### config.mk
export PLATFORM = sky130hd
export DESIGN_NAME = control_multiciclo
export DESIGN_NICKNAME = d
export VERILOG_FILES = /design/src/rtl/control_multiciclo.sv
export SDC_FILE = /design/constraint.sdc
export NUM_CORES = 1
export LEC_CHECK = 0
export ABC_AREA = 0
export CAP_MARGIN = 40
export CORE_MARGIN = 8
export CORE_UTILIZATION = 43
export CTS_CLUSTER_SIZE = 12
export DETAILED_ROUTE_END_ITERATION = 8
export PLACE_DENSITY = 0.86
export SLEW_MARGIN = 30
export SYNTH_ARGS = -nofsm -noshare
export SYNTH_HDL_FRONTEND = slang
export SYNTH_SLANG_ARGS = --single-unit
export TNS_END_PERCENT = 100
### constraint.sdc
create_clock -name clk -period 2 [get_ports clk]
set_input_delay 0.2 -clock clk [delete_from_list [all_inputs] [get_ports clk]]
set_output_delay 0.2 -clock clk [all_outputs]
set_load 0.05 [all_outputs]
### src/rtl/control_multiciclo.sv
// control_multiciclo: multicycle RISC-V (RV32I subset) control FSM.
//   clk, rst_n          clock and asynchronous active-low reset
//   op/funct3/funct7b5  instruction fields from the instruction register
//   zero, mem_ready     ALU zero flag and memory handshake
//   pc_write, ir_write, reg_write, mem_write   write strobes
//   adr_src, alu_src_a, alu_src_b, alu_control, result_src, imm_src   datapath selects
//   illegal, state      error flag and current state code
module control_multiciclo #(
    parameter bit ILLEGAL_HALT = 1'b1
) (
    input  logic       clk,
    input  logic       rst_n,
    input  logic [6:0] op,
    input  logic [2:0] funct3,
    input  logic       funct7b5,
    input  logic       zero,
    input  logic       mem_ready,
    output logic       pc_write,
    output logic       ir_write,
    output logic       reg_write,
    output logic       mem_write,
    output logic       adr_src,
    output logic [1:0] alu_src_a,
    output logic [1:0] alu_src_b,
    output logic [2:0] alu_control,
    output logic [1:0] result_src,
    output logic [2:0] imm_src,
    output logic       illegal,
    output logic [3:0] state
);
    typedef enum logic [3:0] {
        FETCH    = 4'd0,
        DECODE   = 4'd1,
        MEMADR   = 4'd2,
        MEMREAD  = 4'd3,
        MEMWB    = 4'd4,
        MEMWRITE = 4'd5,
        EXECR    = 4'd6,
        EXECI    = 4'd7,
        ALUWB    = 4'd8,
        BRANCH   = 4'd9,
        JAL      = 4'd10,
        LUI      = 4'd11,
        ERROR    = 4'd15
    } state_t;

    state_t     state_q, state_d;
    logic       pc_w, ir_w, rw, mw;
    logic [2:0] exec_alu;
    logic       alu_f3_ok, br_f3_ok;

    assign alu_f3_ok = funct3 == 3'b000 || funct3 == 3'b010 || funct3 == 3'b110 || funct3 == 3'b111;
    assign br_f3_ok  = funct3[2:1] == 2'b00;

    always_ff @(posedge clk or negedge rst_n) begin
        if (!rst_n) state_q <= FETCH;
        else        state_q <= state_d;
    end

    always_comb begin
        state_d = ERROR;
        case (state_q)
            FETCH:    state_d = mem_ready ? DECODE : FETCH;
            DECODE:
                case (op)
                    7'b0000011, 7'b0100011: state_d = MEMADR;
                    7'b0110011: state_d = alu_f3_ok ? EXECR : ERROR;
                    7'b0010011: state_d = alu_f3_ok ? EXECI : ERROR;
                    7'b1100011: state_d = br_f3_ok ? BRANCH : ERROR;
                    7'b1101111: state_d = JAL;
                    7'b0110111: state_d = LUI;
                    default:    state_d = ERROR;
                endcase
            MEMADR:   state_d = op == 7'b0000011 ? MEMREAD : MEMWRITE;
            MEMREAD:  state_d = mem_ready ? MEMWB : MEMREAD;
            MEMWB:    state_d = FETCH;
            MEMWRITE: state_d = mem_ready ? FETCH : MEMWRITE;
            EXECR:    state_d = ALUWB;
            EXECI:    state_d = ALUWB;
            ALUWB:    state_d = FETCH;
            BRANCH:   state_d = FETCH;
            JAL:      state_d = ALUWB;
            LUI:      state_d = ALUWB;
            ERROR:    state_d = ILLEGAL_HALT ? ERROR : FETCH;
            default:  state_d = ERROR;
        endcase
    end

    // sub is only meaningful for R-type; addi with bit 30 set is still add
    assign exec_alu = funct3 == 3'b010 ? 3'b101 :
                      funct3 == 3'b110 ? 3'b011 :
                      funct3 == 3'b111 ? 3'b010 :
                      (state_q == EXECR && funct7b5) ? 3'b001 : 3'b000;

    assign imm_src = op == 7'b0100011 ? 3'b001 :
                     op == 7'b1100011 ? 3'b010 :
                     op == 7'b0110111 ? 3'b011 :
                     op == 7'b1101111 ? 3'b100 : 3'b000;

    always_comb begin
        pc_w        = 1'b0;
        ir_w        = 1'b0;
        rw          = 1'b0;
        mw          = 1'b0;
        adr_src     = 1'b0;
        alu_src_a   = 2'b00;
        alu_src_b   = 2'b00;
        alu_control = 3'b000;
        result_src  = 2'b00;
        illegal     = 1'b0;
        case (state_q)
            FETCH: begin
                alu_src_b  = 2'b10;
                result_src = 2'b10;
                pc_w       = mem_ready;
                ir_w       = mem_ready;
            end
            DECODE: begin
                alu_src_a = 2'b01;
                alu_src_b = 2'b01;
            end
            MEMADR: begin
                alu_src_a = 2'b10;
                alu_src_b = 2'b01;
            end
            MEMREAD:  adr_src = 1'b1;
            MEMWB: begin
                result_src = 2'b01;
                rw         = 1'b1;
            end
            MEMWRITE: begin
                adr_src = 1'b1;
                mw      = 1'b1;
            end
            EXECR: begin
                alu_src_a   = 2'b10;
                alu_control = exec_alu;
            end
            EXECI: begin
                alu_src_a   = 2'b10;
                alu_src_b   = 2'b01;
                alu_control = exec_alu;
            end
            ALUWB:    rw = 1'b1;
            BRANCH: begin
                alu_src_a   = 2'b10;
                alu_control = 3'b001;
                pc_w        = zero ^ funct3[0];
            end
            JAL: begin
                alu_src_a = 2'b01;
                alu_src_b = 2'b10;
                pc_w      = 1'b1;
            end
            LUI: begin
                alu_src_a = 2'b11;
                alu_src_b = 2'b01;
            end
            ERROR:    illegal = 1'b1;
            default:  ;
        endcase
    end

    // FETCH strobes follow mem_ready, so gate with rst_n to keep all strobes low during reset
    assign pc_write  = pc_w & rst_n;
    assign ir_write  = ir_w & rst_n;
    assign reg_write = rw & rst_n;
    assign mem_write = mw & rst_n;
    assign state     = state_q;
endmodule

==> summary.txt <==
Run status
  • Outcome: finished clean

Yosys
  • Synth Area per Inst: about 7.2 µm²
  • Top FF cell, synth: dfrtp_1
  • Synth warnings: 0
  • Post-Syn Nets: between 100 and 150
  • EDFF count, synth: 0
  • Register bit total from synthesis: 4
  • Count of cell types in the netlist: 49
  • Post-synthesis async set-or-reset flop share: 1.00
  • Synth Cell Area: roughly 770 µm²
  • Syn Inst Count: between 100 and 150
  • Register area share after synthesis: 0.130

GRT
  • GRT Total Usage: 0.172
  • Grt total ovfl: 0
  • Global-route wire length before repair: ~4700 µm
  • Largest net degree at the start of global routing: 18
  • Met2 GRT Util: 0.315
  • Vias in the first global route: a little over 1000
  • GR Util met3: 0.0761
  • GR peak layer: met2
  • GR Layer Usage met1: 0.160
  • Number of antenna violations at the first check in global routing: 0

Clock network
  • CTS tree: done
  • Clock Path Buffers: 2
  • # clock sinks: 4
  • H-tree levels: 1
  • Hold_buf cts: 0
  • Clock transition at the registers of the reported paths: approximately 0.040 ns
  • Clk_lat worst skew: ~0.24 ns
  • Root Buffer: clkbuf_4
  • Num CTS Buffers: 3

Cells and area
  • Share of post-route cells with drive strength above 1: 0.376
  • Antenna cells: 0
  • Max reg flops: 4
  • NumNets Final: around 170
  • Area delta synth->final: 89.8%

Timing
  • Final Hold Vio Count: 0
  • Min Hold Slack: around 0.22 ns
  • Final setup fails: 0
  • Final min period: about 1.9 ns
  • Slew Limit Headroom: 0.583
  • Fmax: approximately 520 MHz
  • Setup WS post-layout: roughly 0.072 ns
  • Slew @ Worst Pin: ~0.6 ns
  • Post-route clock period utilization: 0.964
  • Slew Limit Fails: 0
  • Clock skew: 0.00310 ns

Worst setup path
  • Setup crit end: pc_write
  • Slowest stage delay, CP: approximately 0.48 ns
  • Crit path capture type: output port
  • Crit Path Class: reg2out
  • Critical path cell sequence: and2b_2, nand2_1, o22ai_1, and4b_1, buf_12
  • Arr. time, crit path: 1.73 ns
  • CP Data Required Time: 1.80 ns
  • Number of buffer and inverter stages on the critical path: 1
  • Critical path depth in cells: 5
  • FF-to-FF End: state[0]
  • CP startpoint: state[1]
  • CP max-delay cell: dfrtp_2
  • Flop2flop setup slack: 0.43 ns
  • Critical path fanouts, max: 11
  • Beginning of the worst register-to-register path: state[2]
  • Reg2reg path depth: 5
  • Crit path launch type: flop
  • Cell family with most CP delay: simple AND/OR/NAND/NOR gates

Placed design
  • DP HPWL: 2250 µm
  • GPL Wtd Cong: around 0.94
  • Port Buffer Count: 36
  • DP Worst Slack: roughly 0.018 ns

Floorplanning
  • Die ar.: around 3400 µm²
  • Core box area: around 1700 µm²
  • Num rows: 15
  • IO Count: 37
  • Die outline height: roughly 58 µm
  • Starting density of the core: 0.452
  • DIE WIDTH: 58.4 µm

Route
  • Initial DRC count: 27
  • Total wire length: approximately 2900 µm
  • DRC: 0
  • Routed vias/inst: about 5.8
  • Via count: slightly above 1000
  • Post-DRT Antenna Nets: 0
  • Drt pass-1 iters: 4
  • Avg WL per Cell: roughly 17 µm

Power
  • Pwr Density: about 190 nW/µm²
  • Net Sw Frac: 0.297
  • VDD IR max: 271 µV
  • Sequential Power Share: 0.288
  • Pint: a little under 200 µW
  • Combinational share of power: 0.340
  • Switch Pwr: between 80 and 90 µW
  • Clock share of power: 0.372
  • Static Leak: 0.575 nW

Hold path
  • Min-delay worst type: in2async

Run
  • Max-cap violations: 0
==> layout by cell type (no fill, tap or decap), types with 2 or more instances in the layout <==
cell type,Yosys,routed
nor3_2,1,3
nand2_1,10,10
nor3_1,6,3
and4b_1,2,2
a211oi_1,3,2
dfrtp_2,0,3
xnor2_1,2,2
nor3b_1,3,2
inv_1,3,3
buf_12,0,18
clkbuf_4,0,3
buf_4,0,14
nand3b_1,2,2
nor2_1,10,9
and2_1,2,2
mux2i_1,2,2
o31ai_1,2,2
a211oi_2,1,2
nand3_1,2,2
a31oi_1,2,2
clkdlybuf4s50_1,0,16
xor2_1,2,2
nand4_1,3,3
o21ai_0,6,6
a21oi_1,2,2
nor4b_2,1,2
and3_1,3,2
==> cells in the mapped netlist (all sizes together), types with 2 or more instances <==
| library cell | count | area, µm² |
|---|---|---|
| a31oi | 2 | 12.5 |
| and2 | 3 | 20.0 |
| nand4 | 3 | 18.8 |
| nand2 | 10 | 37.5 |
| a211oi | 4 | 35.0 |
| and3 | 3 | 18.8 |
| nand3b | 2 | 15.0 |
| and4b | 2 | 20.0 |
| and2b | 2 | 15.0 |
| or2 | 2 | 12.5 |
| a21oi | 2 | 10.0 |
| inv | 3 | 11.3 |
| clkbuf | 3 | 21.3 |
| nor3b | 3 | 22.5 |
| nor4b | 2 | 23.8 |
| dfrtp | 4 | 100 |
| o22ai | 2 | 12.5 |
| o21ai | 7 | 35.0 |
| mux2i | 2 | 20.0 |
| nor3 | 7 | 40.0 |
| nand3 | 2 | 10.0 |
| nor2 | 10 | 37.5 |
| xnor2 | 2 | 17.5 |
| buf | 6 | 48.8 |
| o31ai | 2 | 15.0 |
| xor2 | 2 | 17.5 |
==> worst min-delay path by stage <==
stage,from,slack (ns),cells after the start,end
3_5_place_dp,rst_n,0.47,1,state[1]
2_1_floorplan,rst_n,-0.1,0,state[0]
3_3_place_gp,rst_n,0.47,1,state[1]
6_report,rst_n,0.22,1,state[3]
4_1_cts,rst_n,0.22,1,state[1]
5_1_grt,rst_n,0.22,1,state[1]
==> cell type report <==
type	instances	area (µm²)
Clock buffer	3	22.5
Fill cell	97	243
Inverter	3	11.3
Multi-Input combinational cell	91	671
Sequential cell	4	104
Tap cell	25	31.3
Timing Repair Buffer	48	626
==> cell families (layout without fill, tap and decap cells) <==
group	count (synthesis)	count (layout)	share of synthesized area
and+or+nand+nor	57	57	0.438
DFF	4	4	0.130
xor gates and xnor gates	4	4	0.0454
AOI/OAI and AO/OA	28	28	0.256
buffers and inverters	12	54	0.105
muxes	2	2	0.0259
==> timing repair <==
item | CTS | global route
endpoints found under the hold margin | 0 | 0
endpoints found under the setup margin | 1 | 7
setup buffers | 0 | 3
gates resized for setup | 1 | 4
==> stage by stage <==
stage	setup TNS [ns]	cells	total power, mW	utilization	area, µm²
6_report	0	174	0.282	0.858	1470
5_1_grt	-0.0119	174	0.301	0.858	1470
4_1_cts	0	171	0.281	0.832	1420
3_5_place_dp	0	168	0.175	0.818	1400
3_3_place_gp	0	168	0.171	0.818	1400
2_1_floorplan	-0.460	107	0.124	-	840
==> metal layers <==
layer	vias to the layer above	wire length, µm	share of wire
met5	-	0	0
met2	55	1470	0.51
met4	0	61	0.021
met3	11	266	0.092
met1	457	1080	0.38
li1	488	-	-
==> power by group through the flow <==
stage	combinational [mW]	clock, mW	sequential (mW)
after floorplan	0.0416	0	0.0824
after global placement	0.0885	0	0.0824
after detailed placement	0.0927	0	0.0824
after CTS	0.0931	0.107	0.0813
after global routing	0.103	0.117	0.0812
final	0.0960	0.105	0.0813
No activity file was read; power rests on OpenSTA's default activity.
